==> config.mk <==
export PLATFORM = sky130hd
export DESIGN_NAME = alu_serial_rx
export DESIGN_NICKNAME = d
export VERILOG_FILES = /design/src/rtl/alu_pkg.sv /design/src/rtl/alu_rx_shifter.sv /design/src/rtl/alu_serial_rx.sv
export SDC_FILE = /design/constraint.sdc
export NUM_CORES = 1
export LEC_CHECK = 0
export ABC_CLOCK_PERIOD_IN_PS = 3200
export CAP_MARGIN = 20
export CORE_MARGIN = 2
export CORE_UTILIZATION = 30
export DETAILED_ROUTE_END_ITERATION = 6
export PLACE_DENSITY = 0.57
export SKIP_CTS_REPAIR_TIMING = 1
export SLEW_MARGIN = 10
export SYNTH_ARGS = -nofsm -noshare
export SYNTH_HDL_FRONTEND = slang
export SYNTH_SLANG_ARGS = --single-unit
==> constraint.sdc <==
create_clock -name clk -period 3.2 [get_ports clk]
set_clock_uncertainty 0.15 [all_clocks]
set_input_delay 0.48 -clock clk [delete_from_list [all_inputs] [get_ports clk]]
set_output_delay 0.48 -clock clk [all_outputs]
set_load 0.005 [all_outputs]
==> src/rtl/alu_pkg.sv <==
// Shared ALU definitions: command/status encodings, frame width and parity helper.
package alu_pkg;

  localparam int unsigned WORD_W = 10;
  localparam int unsigned DATA_W = 8;

  typedef logic [DATA_W-1:0] command_t;

  // Status flags are one-hot so several can be OR-ed into one error byte.
  typedef enum logic [7:0] {
    S_OK                   = 8'h00,
    S_MISSING_DATA         = 8'h01,
    S_DATA_STACK_OVERFLOW  = 8'h02,
    S_INVALID_COMMAND      = 8'h04,
    S_DATA_PARITY_ERROR    = 8'h20,
    S_COMMAND_PARITY_ERROR = 8'h40
  } status_t;

  // Even parity over ctl + payload.
  function automatic logic calc_parity(input bit [8:0] bits);
    return ^bits;
  endfunction

endpackage

==> src/rtl/alu_rx_shifter.sv <==
// Serial deserialiser: counts frame bits, shifts din MSB first, flags the completed word
// and its parity in the same cycle as the 10th sample.
module alu_rx_shifter
  import alu_pkg::*;
(
  input  logic              clk,
  input  logic              rst_n,
  input  logic              enable_n,
  input  logic              din,
  output logic              word_stb_c,
  output logic [WORD_W-1:0] word_c,
  output logic              par_ok_c
);

  localparam int unsigned CNT_W = $clog2(WORD_W);

  logic [CNT_W-1:0]  cnt_q, cnt_d;
  logic [WORD_W-2:0] sh_q, sh_d;
  logic              last_bit;

  assign last_bit   = (cnt_q == CNT_W'(WORD_W - 1));
  assign word_stb_c = !enable_n && last_bit;
  assign word_c     = {sh_q, din};
  assign par_ok_c   = (word_c[0] == calc_parity(word_c[WORD_W-1:1]));

  // enable_n high at any point drops the partial word.
  always_comb begin
    cnt_d = cnt_q;
    sh_d  = sh_q;
    if (enable_n) begin
      cnt_d = '0;
    end else if (last_bit) begin
      cnt_d = '0;
    end else begin
      cnt_d = cnt_q + CNT_W'(1);
      sh_d  = {sh_q[WORD_W-3:0], din};
    end
  end

  always_ff @(posedge clk or negedge rst_n) begin
    if (!rst_n) begin
      cnt_q <= '0;
      sh_q  <= '0;
    end else begin
      cnt_q <= cnt_d;
      sh_q  <= sh_d;
    end
  end

endmodule

==> src/rtl/alu_serial_rx.sv <==
// ALU serial front end: operand stack, sticky error flags and the command valid/ready
// register presented to the execute stage.
module alu_serial_rx
  import alu_pkg::*;
#(
  parameter int unsigned DEPTH = 8,
  parameter int unsigned IDX_W = 4
) (
  input  logic             clk,
  input  logic             rst_n,
  input  logic             enable_n,
  input  logic             din,
  output logic             cmd_valid,
  input  logic             cmd_ready,
  output logic [7:0]       cmd,
  output logic [7:0]       err,
  output logic [IDX_W-1:0] n_data,
  input  logic [IDX_W-1:0] rd_idx,
  output logic [7:0]       rd_data
);

  localparam int unsigned SEL_W = (DEPTH > 1) ? $clog2(DEPTH) : 1;

  logic              word_stb_c;
  logic [WORD_W-1:0] word_c;
  logic              par_ok_c;

  alu_rx_shifter u_shifter (
    .clk        (clk),
    .rst_n      (rst_n),
    .enable_n   (enable_n),
    .din        (din),
    .word_stb_c (word_stb_c),
    .word_c     (word_c),
    .par_ok_c   (par_ok_c)
  );

  logic [7:0]       stack_q [DEPTH];
  command_t         cmd_q, cmd_d;
  logic [7:0]       err_q, err_d;
  logic [IDX_W-1:0] n_data_q, n_data_d;
  logic             cmd_valid_q, cmd_valid_d;
  logic             push_c;
  logic             ctl;
  logic [7:0]       payload;
  logic             full;

  assign ctl     = word_c[WORD_W-1];
  assign payload = word_c[WORD_W-2:1];
  assign full    = (n_data_q == IDX_W'(DEPTH));

  // Frames are ignored while a command is pending, including one landing on the handshake edge.
  always_comb begin
    cmd_d       = cmd_q;
    err_d       = err_q;
    n_data_d    = n_data_q;
    cmd_valid_d = cmd_valid_q;
    push_c      = 1'b0;
    if (cmd_valid_q) begin
      if (cmd_ready) begin
        cmd_valid_d = 1'b0;
        n_data_d    = '0;
        err_d       = '0;
      end
    end else if (word_stb_c) begin
      if (ctl) begin
        cmd_d       = payload;
        cmd_valid_d = 1'b1;
        if (!par_ok_c)
          err_d = err_d | 8'(S_COMMAND_PARITY_ERROR);
        if (n_data_q < IDX_W'(2))
          err_d = err_d | 8'(S_MISSING_DATA);
      end else if (!par_ok_c) begin
        err_d = err_d | 8'(S_DATA_PARITY_ERROR);
      end else if (full) begin
        err_d = err_d | 8'(S_DATA_STACK_OVERFLOW);
      end else begin
        push_c   = 1'b1;
        n_data_d = n_data_q + IDX_W'(1);
      end
    end
  end

  always_ff @(posedge clk or negedge rst_n) begin
    if (!rst_n) begin
      cmd_q       <= '0;
      err_q       <= '0;
      n_data_q    <= '0;
      cmd_valid_q <= 1'b0;
    end else begin
      cmd_q       <= cmd_d;
      err_q       <= err_d;
      n_data_q    <= n_data_d;
      cmd_valid_q <= cmd_valid_d;
    end
  end

  always_ff @(posedge clk or negedge rst_n) begin
    if (!rst_n) begin
      for (int i = 0; i < int'(DEPTH); i++) stack_q[i] <= '0;
    end else if (push_c) begin
      stack_q[n_data_q[SEL_W-1:0]] <= payload;
    end
  end

  // Reads past the filled region return zero.
  always_comb begin
    rd_data = '0;
    if (rd_idx < n_data_q)
      rd_data = stack_q[rd_idx[SEL_W-1:0]];
  end

  assign cmd       = cmd_q;
  assign err       = err_q;
  assign n_data    = n_data_q;
  assign cmd_valid = cmd_valid_q;

endmodule
; ---- After elaboration in Yosys (flattened, before gate mapping)
; Index checks and enable logic that the tools add are counted.
[op_classes]
bitwise_logic = 5
multipliers = 0
n_shift = 0
muxes = 32
n_addsub = 2
order_cmp = 5
eq_ne = 7
n_reduce_logical = 17
n_div = 0
[ops]
columns = op, n
row1 = 64-bit bitwise mux, 1
row2 = 8-bit 2-to-1 mux, 8
row3 = 4-bit 2-to-1 mux, 8
row4 = 8-bit binary-select mux with 3-bit select, 1
row5 = 8-bit demux with 3-bit select, 1
row6 = 1-bit 2-to-1 mux, 10
row7 = 3-bit AND reduction, 3
row8 = 9-bit XOR reduction, 1
row9 = "4-bit by 1-bit adder with 4-bit output, second input constant", 2
row10 = "4-bit equality test, second input constant", 2
row11 = "4-bit >= comparator, second input constant", 2
row12 = 3-bit NOT with 4-bit output, 2
row13 = 4-bit AND reduction, 2
row14 = 2-bit nonzero test, 4
row15 = 7-bit 2-to-1 mux, 1
row16 = 6-bit 2-to-1 mux, 1
row17 = "2-bit inequality test, second input constant", 3
row18 = 3-bit nonzero test, 2
row19 = 5-bit AND reduction, 1
row20 = "4-bit by 1-bit < comparator with 1-bit output, second input constant", 1
row21 = "4-bit by 2-bit < comparator with 1-bit output, second input constant", 1
row22 = 4-bit < comparator, 1
row23 = "3-bit by 1-bit inequality test with 1-bit output, second input constant", 1
row24 = 1-bit NOT, 3
row25 = other kinds (5), 6
[totals]
rom_bits = 0
mem_bits_rw = 0
output_inout_bits = 29
mem_count = 0
wordCells = 85
reg_bits = 98
latchBits = 0
input_bits = 9

; ---- Longest topological paths before layout
[logic_depth]
word_depth = 7
ltp_mapped = 10
depth_no_buf = 7

; ---- Hierarchy
; Synthesis repeated with hierarchy kept, for this count alone.
[unflattened]
hier_cells = 337
hier_area_um2 = 4504.3
[by_module_without_submodules]
columns = mod, cells_per_inst, seq_area_each_um2, area_each_um2, instances
row1 = alu_serial_rx, 291, 2026.9, 3890.0, 1
row2 = alu_rx_shifter, 46, 325.3, 614.3, 1

; ---- Worst setup path before layout
; Ideal clock, no wire load.
[synth_timing]
kind = register to register
start = register n_data_q[1], in the netlist n_data[1]
end = register stack_q[10] (netlist name)
path_stages_with_launch = 11
period_less_slack_ns = 2.895
arrival_time_ns = 2.621
required_time_ns = 2.925
setup_ns = 0.125
slack_ns = 0.305
n_path_buf = 3
cell_sequence = dfrtp_1 -> clkbuf_1 -> inv_1 -> ha_1 -> nand2_1 -> o21ai_1 -> or4_1 -> buf_4 -> or4_1 -> buf_6 -> mux2_2
[synth_via]
elab_chain_cells = 6
word_cells_on_any_way = 13
classes_between = order compare: 2 / eq/ne: 1 / mux: 8 / bitwise: 1 / reduce/logical: 1
[synth_lines]
columns = item, line_no
row1 = from (decl), alu_serial_rx.sv:41  ; logic [IDX_W-1:0] n_data_q, n_data_d;
row2 = from (signal assigned), alu_serial_rx.sv:93  ; n_data_q <= n_data_d;
row3 = 3-bit NOT with 4-bit output (implied by the code) or 4-bit equality test (tied branches), "alu_serial_rx.sv:102, alu_serial_rx.sv:50"
row4 = "4-bit >= comparator (implied by the code), or another cell as far along", alu_serial_rx.sv:102  ; stack_q[n_data_q[SEL_W-1:0]] <= payload;
row5 = 1-bit logical AND (implied by the code) or 1-bit 2-to-1 mux (tied branches), "alu_serial_rx.sv:102, alu_serial_rx.sv:73"
row6 = 8-bit 2-to-1 mux (implied by the code) or 1-bit 2-to-1 mux (tied branches), "alu_serial_rx.sv:102, alu_serial_rx.sv:66"
row7 = 8-bit demux with 3-bit select or 1-bit 2-to-1 mux (tied branches), "alu_serial_rx.sv:102, alu_serial_rx.sv:65"
row8 = 64-bit bitwise mux or 1-bit 2-to-1 mux (tied branches), "alu_serial_rx.sv:102, alu_serial_rx.sv:59"
row9 = "to (signal, indexed assignment)", alu_serial_rx.sv:102
row10 = to (decl), alu_serial_rx.sv:38  ; logic [7:0] stack_q [DEPTH];
; Several ways; a longest one is shown, not always the timed one.
; A chain may end at the register's enable or synchronous reset.

; ---- Final worst setup path
[layout_timing]
start = input port rd_idx[1]
end = output port rd_data[7]
[layout_via]
elab_chain_cells = 5
word_cells_on_any_way = 6
classes_between = order compare: 1 / mux: 4 / bitwise: 1
[layout_lines]
columns = item, line_no
row1 = from (decl), alu_serial_rx.sv:18  ; input logic [IDX_W-1:0] rd_idx,
row2 = 3-bit NOT with 4-bit output (implied by the code), alu_serial_rx.sv:110  ; rd_data = stack_q[rd_idx[SEL_W-1:0]];
row3 = 8-bit binary-select mux with 3-bit select, alu_serial_rx.sv:110
row4 = 8-bit 2-to-1 mux (implied by the code) (2 in series), alu_serial_rx.sv:110
row5 = 8-bit 2-to-1 mux (*), alu_serial_rx.sv:109  ; if (rd_idx < n_data_q)
row6 = to (decl), alu_serial_rx.sv:19  ; output logic [7:0] rd_data
; Every way passes the cells marked *; elsewhere a longest branch is shown, timed or not. The select of a mux whose other input is x is not followed.

==> flow_results.org <==
** Run status
- The run finished with clean final reports.

** Yosys
- Portion of the post-synthesis area used by sequential elements :: 52.4%
- Yosys mapped the design onto 38 distinct sky130hd cell types.
- Cells after synthesis :: around 310
- After synthesis the cells add up to 0.00449 mm2.
- Yosys warnings :: 0
- By area the synthesized netlist is led by sky130_fd_sc_hd__dfrtp_1 (52%), sky130_fd_sc_hd__mux2_2 (20%), sky130_fd_sc_hd__mux4_2 (8.0%), sky130_fd_sc_hd__ha_1 (2.0%), sky130_fd_sc_hd__nor4_4 (1.9%).
- Of the post-synthesis cell area, the dominant cell type holds between 50% and 60%.
- After synthesis, the mean cell area works out to approximately 14 um2.
- Post-synthesis sequential element count :: 94
- Yosys top cell by area :: sky130_fd_sc_hd__dfrtp_1

** Floorplanning
- The total area inside the core boundary comes to 0.0146 mm2.
- Die span in y :: approximately 130 um
- In this run the count of I/O pins placed on the die edge is 38.
- # rows :: between 40 and 50
- From left edge to right edge, the die measures about 130 um.
- Starting Density :: 30.8%
- The floorplan step defined a die boundary enclosing 0.0160 mm2.

** Route
- DRC :: 0
- For this block, the initial DRC count from the detailed router was 78.
- Routed wire length :: 9.43 mm
- Wire length per cell :: 17.3 um
- Using the TritonRoute via totals, the vias-per-cell ratio works out to 4.89.
- Total via count in the routed design :: roughly 2,700
- Before antenna repair, the detailed router went through 4 iterations.
- Remaining number of nets flagged by the antenna check after routing :: 0

** Pwr
- Power per standard cell area :: 586 mW/mm2
- Overall power after layout :: 0.00322 W
- For this design the static power due to leakage is 2.55 nW.
- The worst-case IR drop observed on VDD is 308 uV.

** STA
- The hold violation total from the final report is 0.
- Final critical-path required period :: 3.10 ns
- Setup Total Neg Slack :: 0 ns
- In the post-route analysis, the smallest setup slack over all paths is 0.105 ns.
- Setup violations remaining at the end of the flow were counted as 0.
- In the finished design, the share of the clock period the worst path needs comes to 96.7%.
- The worst pin sits at a relative slew slack of 50.1%.
- Setup repair after global routing left no endpoint under its margin.
- Worst Max-Slew Pin Slew :: around 0.75 ns
- Maximum frequency from static timing analysis :: 323 MHz
- Final max-slew violation count :: 0

** Run
- Max capacitance violation total :: 0

** Setup path
- The worst setup path is captured at an output pin.
- At the worst endpoint, the arrival time is 2.47 ns.
- Master of the slowest instance on the critical path :: sky130_fd_sc_hd__clkdlybuf4s50_1
- The worst setup path is launched from a primary input.
- Data on the critical path is required at its endpoint by ~2.6 ns.
- Class of the most critical setup path :: in2out
- Cells traversed along the worst timing path :: clkdlybuf4s50_1 > ha_1 > a21o_1 > a21o_1 > a21o_4 > nor2_2 > clkdlybuf4s50_1
- In this run the worst path has a maximum fanout of 8.
- Highest cell delay on the worst timing path :: 0.51 ns

** Place
- Post-DP HPWL :: 6.29 mm
- Timing analysis after detailed placement gives a worst setup slack of about 0.019 ns.
- Placed Instances :: 530
- Routability congestion estimate from global placement :: 0.771
- The count of buffers added on input and output ports is 33.

** GRT
- The via count of the first global-routing pass is roughly 2,900.
- For this run, the total global-route usage over all layers was measured as 12.7%.
- Residual overflow from global routing :: 0
- Entering global routing, the biggest net connects 58 pins.
- The first global-routing pass estimated about 16 mm of wire.
- Antenna violations before repair :: 0

** Finish
- Number of filler instances in the final layout :: 1,395
- Share of post-route cells with drive strength above 1 :: 40.6%
- Diodes inserted :: 0
- The finished layout holds approximately 550 standard cells, fillers aside.
- At the end of the flow, the number of nets in the layout was 375.
- Syn-to-layout area delta :: 22.3%

** CTS
- Number of clock sinks seen by CTS :: 94
- After clock tree synthesis, the clock-pin slew on the worst setup and hold paths is 0.06 ns.
- TritonCTS built the clock tree.
- Worst skew pair latency :: 0.34 ns
- Total CTS buffers :: 9
- The clock tree synthesis step divided the H-tree into 3 levels.
- The clock passes through at most 2 buffers.
- Clock tree synthesis selected as its root buffer the cell sky130_fd_sc_hd__clkbuf_16.

** Worst hold path
- Classification of the worst-slack hold path :: in2async
## metrics by stage
stage	util (%)	area, um2	hold slack (ns)
after floorplan	-	4500	0.0344
after global placement	35.3	5150	0.322
after detailed placement	35.3	5150	0.326
after CTS	37.3	5440	0.0832
after global routing	37.7	5490	0.108
final	37.7	5490	0.0508
## worst max-delay path, delay by kind of cell
family / cells / cell delay, ns
buf+inv: 2 / 1.00
compound gates: 3 / 0.59
fa+ha+maj: 1 / 0.23
simple gates: 1 / 0.15
## report_power, final
group          internal (W)  leakage (nW)  switching, W
combinational      0.000388          1.13      0.000429
clock              0.000620         0.138      0.000442
sequential          0.00123          1.28      0.000114
## final cells by class
cell class                      instances  area (um2)  area share [%]
Tap cell                              184         230            4.19
Inverter                                6        22.5           0.410
Timing Repair Buffer                   57         591            10.8
Sequential cell                        94        2350            42.8
Clock buffer                           11         243            4.42
Clock inverter                          3        46.3           0.843
Multi-Input combinational cell        191        2010            36.6
## routing by layer
metal	part of all wire [%]	GRT usage (%)	up-vias
li1	-	-	1216
met1	49	17.5	1408
met2	47	20.1	37
met3	2.8	3.08	7
met4	0.99	3.36	0
met5	0	0	-
## state kept, by name (all words and copies together), names as in the netlist
register and count:
n_data 4, cmd_valid 1, u_shifter.cnt_q 4, u_shifter.sh_q 9, stack_q 64, cmd 8, err 4
## path summary, 6_finish.rpt
check,from,end,slack [ns],depth (start not counted)
max in group asynchronous,rst_n,u_shifter.cnt_q[3],2.18,2
worst max-delay path,rd_idx[1],rd_data[7],0.10,7
min in group clk,err[6],err[6],0.33,2
worst min register to register,err[6],err[6],0.33,2
worst max register to register,cmd_valid,stack_q[9],0.46,6
worst min-delay path,rst_n,stack_q[13],0.05,1
## cell usage in the layout, fill, tap and decap left out, types with 2 or more instances in the layout
cell type and instances:
sky130_fd_sc_hd__a21o_1 2, sky130_fd_sc_hd__a21oi_1 3, sky130_fd_sc_hd__buf_12 5, sky130_fd_sc_hd__buf_4 19, sky130_fd_sc_hd__clkbuf_16 10, sky130_fd_sc_hd__clkdlybuf4s50_1 31, sky130_fd_sc_hd__conb_1 4, sky130_fd_sc_hd__dfrtp_1 94
sky130_fd_sc_hd__ha_1 7, sky130_fd_sc_hd__inv_1 6, sky130_fd_sc_hd__mux2_2 81, sky130_fd_sc_hd__mux2i_1 8, sky130_fd_sc_hd__mux4_2 16, sky130_fd_sc_hd__nand2_1 10, sky130_fd_sc_hd__nand3_1 7, sky130_fd_sc_hd__nor2_1 11
sky130_fd_sc_hd__nor2_2 3, sky130_fd_sc_hd__nor3_1 4, sky130_fd_sc_hd__nor4_4 4, sky130_fd_sc_hd__o21ai_0 3, sky130_fd_sc_hd__or4_1 4, sky130_fd_sc_hd__xnor2_1 7, sky130_fd_sc_hd__xor2_1 2
## cells by family (layout without fill, tap and decap cells)
| logic type | after synthesis | in the layout | share of synthesized area [%] |
|---|---|---|---|
| compound gates | 18 | 18 | 2.79 |
| xor+xnor | 11 | 11 | 2.90 |
| fa+ha+maj | 7 | 7 | 1.95 |
| buf+inv | 32 | 77 | 3.48 |
| flops | 94 | 94 | 52.4 |
| mux | 105 | 105 | 30.1 |
| other cells | 1 | 4 | 0.0835 |
| simple gates | 46 | 46 | 6.30 |
## synth_stat cells (all sizes together)
cell and number:
mux4 16, a311o 1, nand3 7, inv 6, nand2 10, a31o 1
mux2 81, o21ai 4, a31oi 1, conb 1, a221oi 1, a21oi 3
xnor2 7, o21a 1, a221o 1, buf 10, o21bai 1, xor2 3
a21o 3, ha 7, a41oi 1, nand2b 1, clkbuf 16, nor4 5
mux2i 8, nor2 14, or4 4, xnor3 1, dfrtp 94, nor3 5
Power figures use the tool's default switching activity.
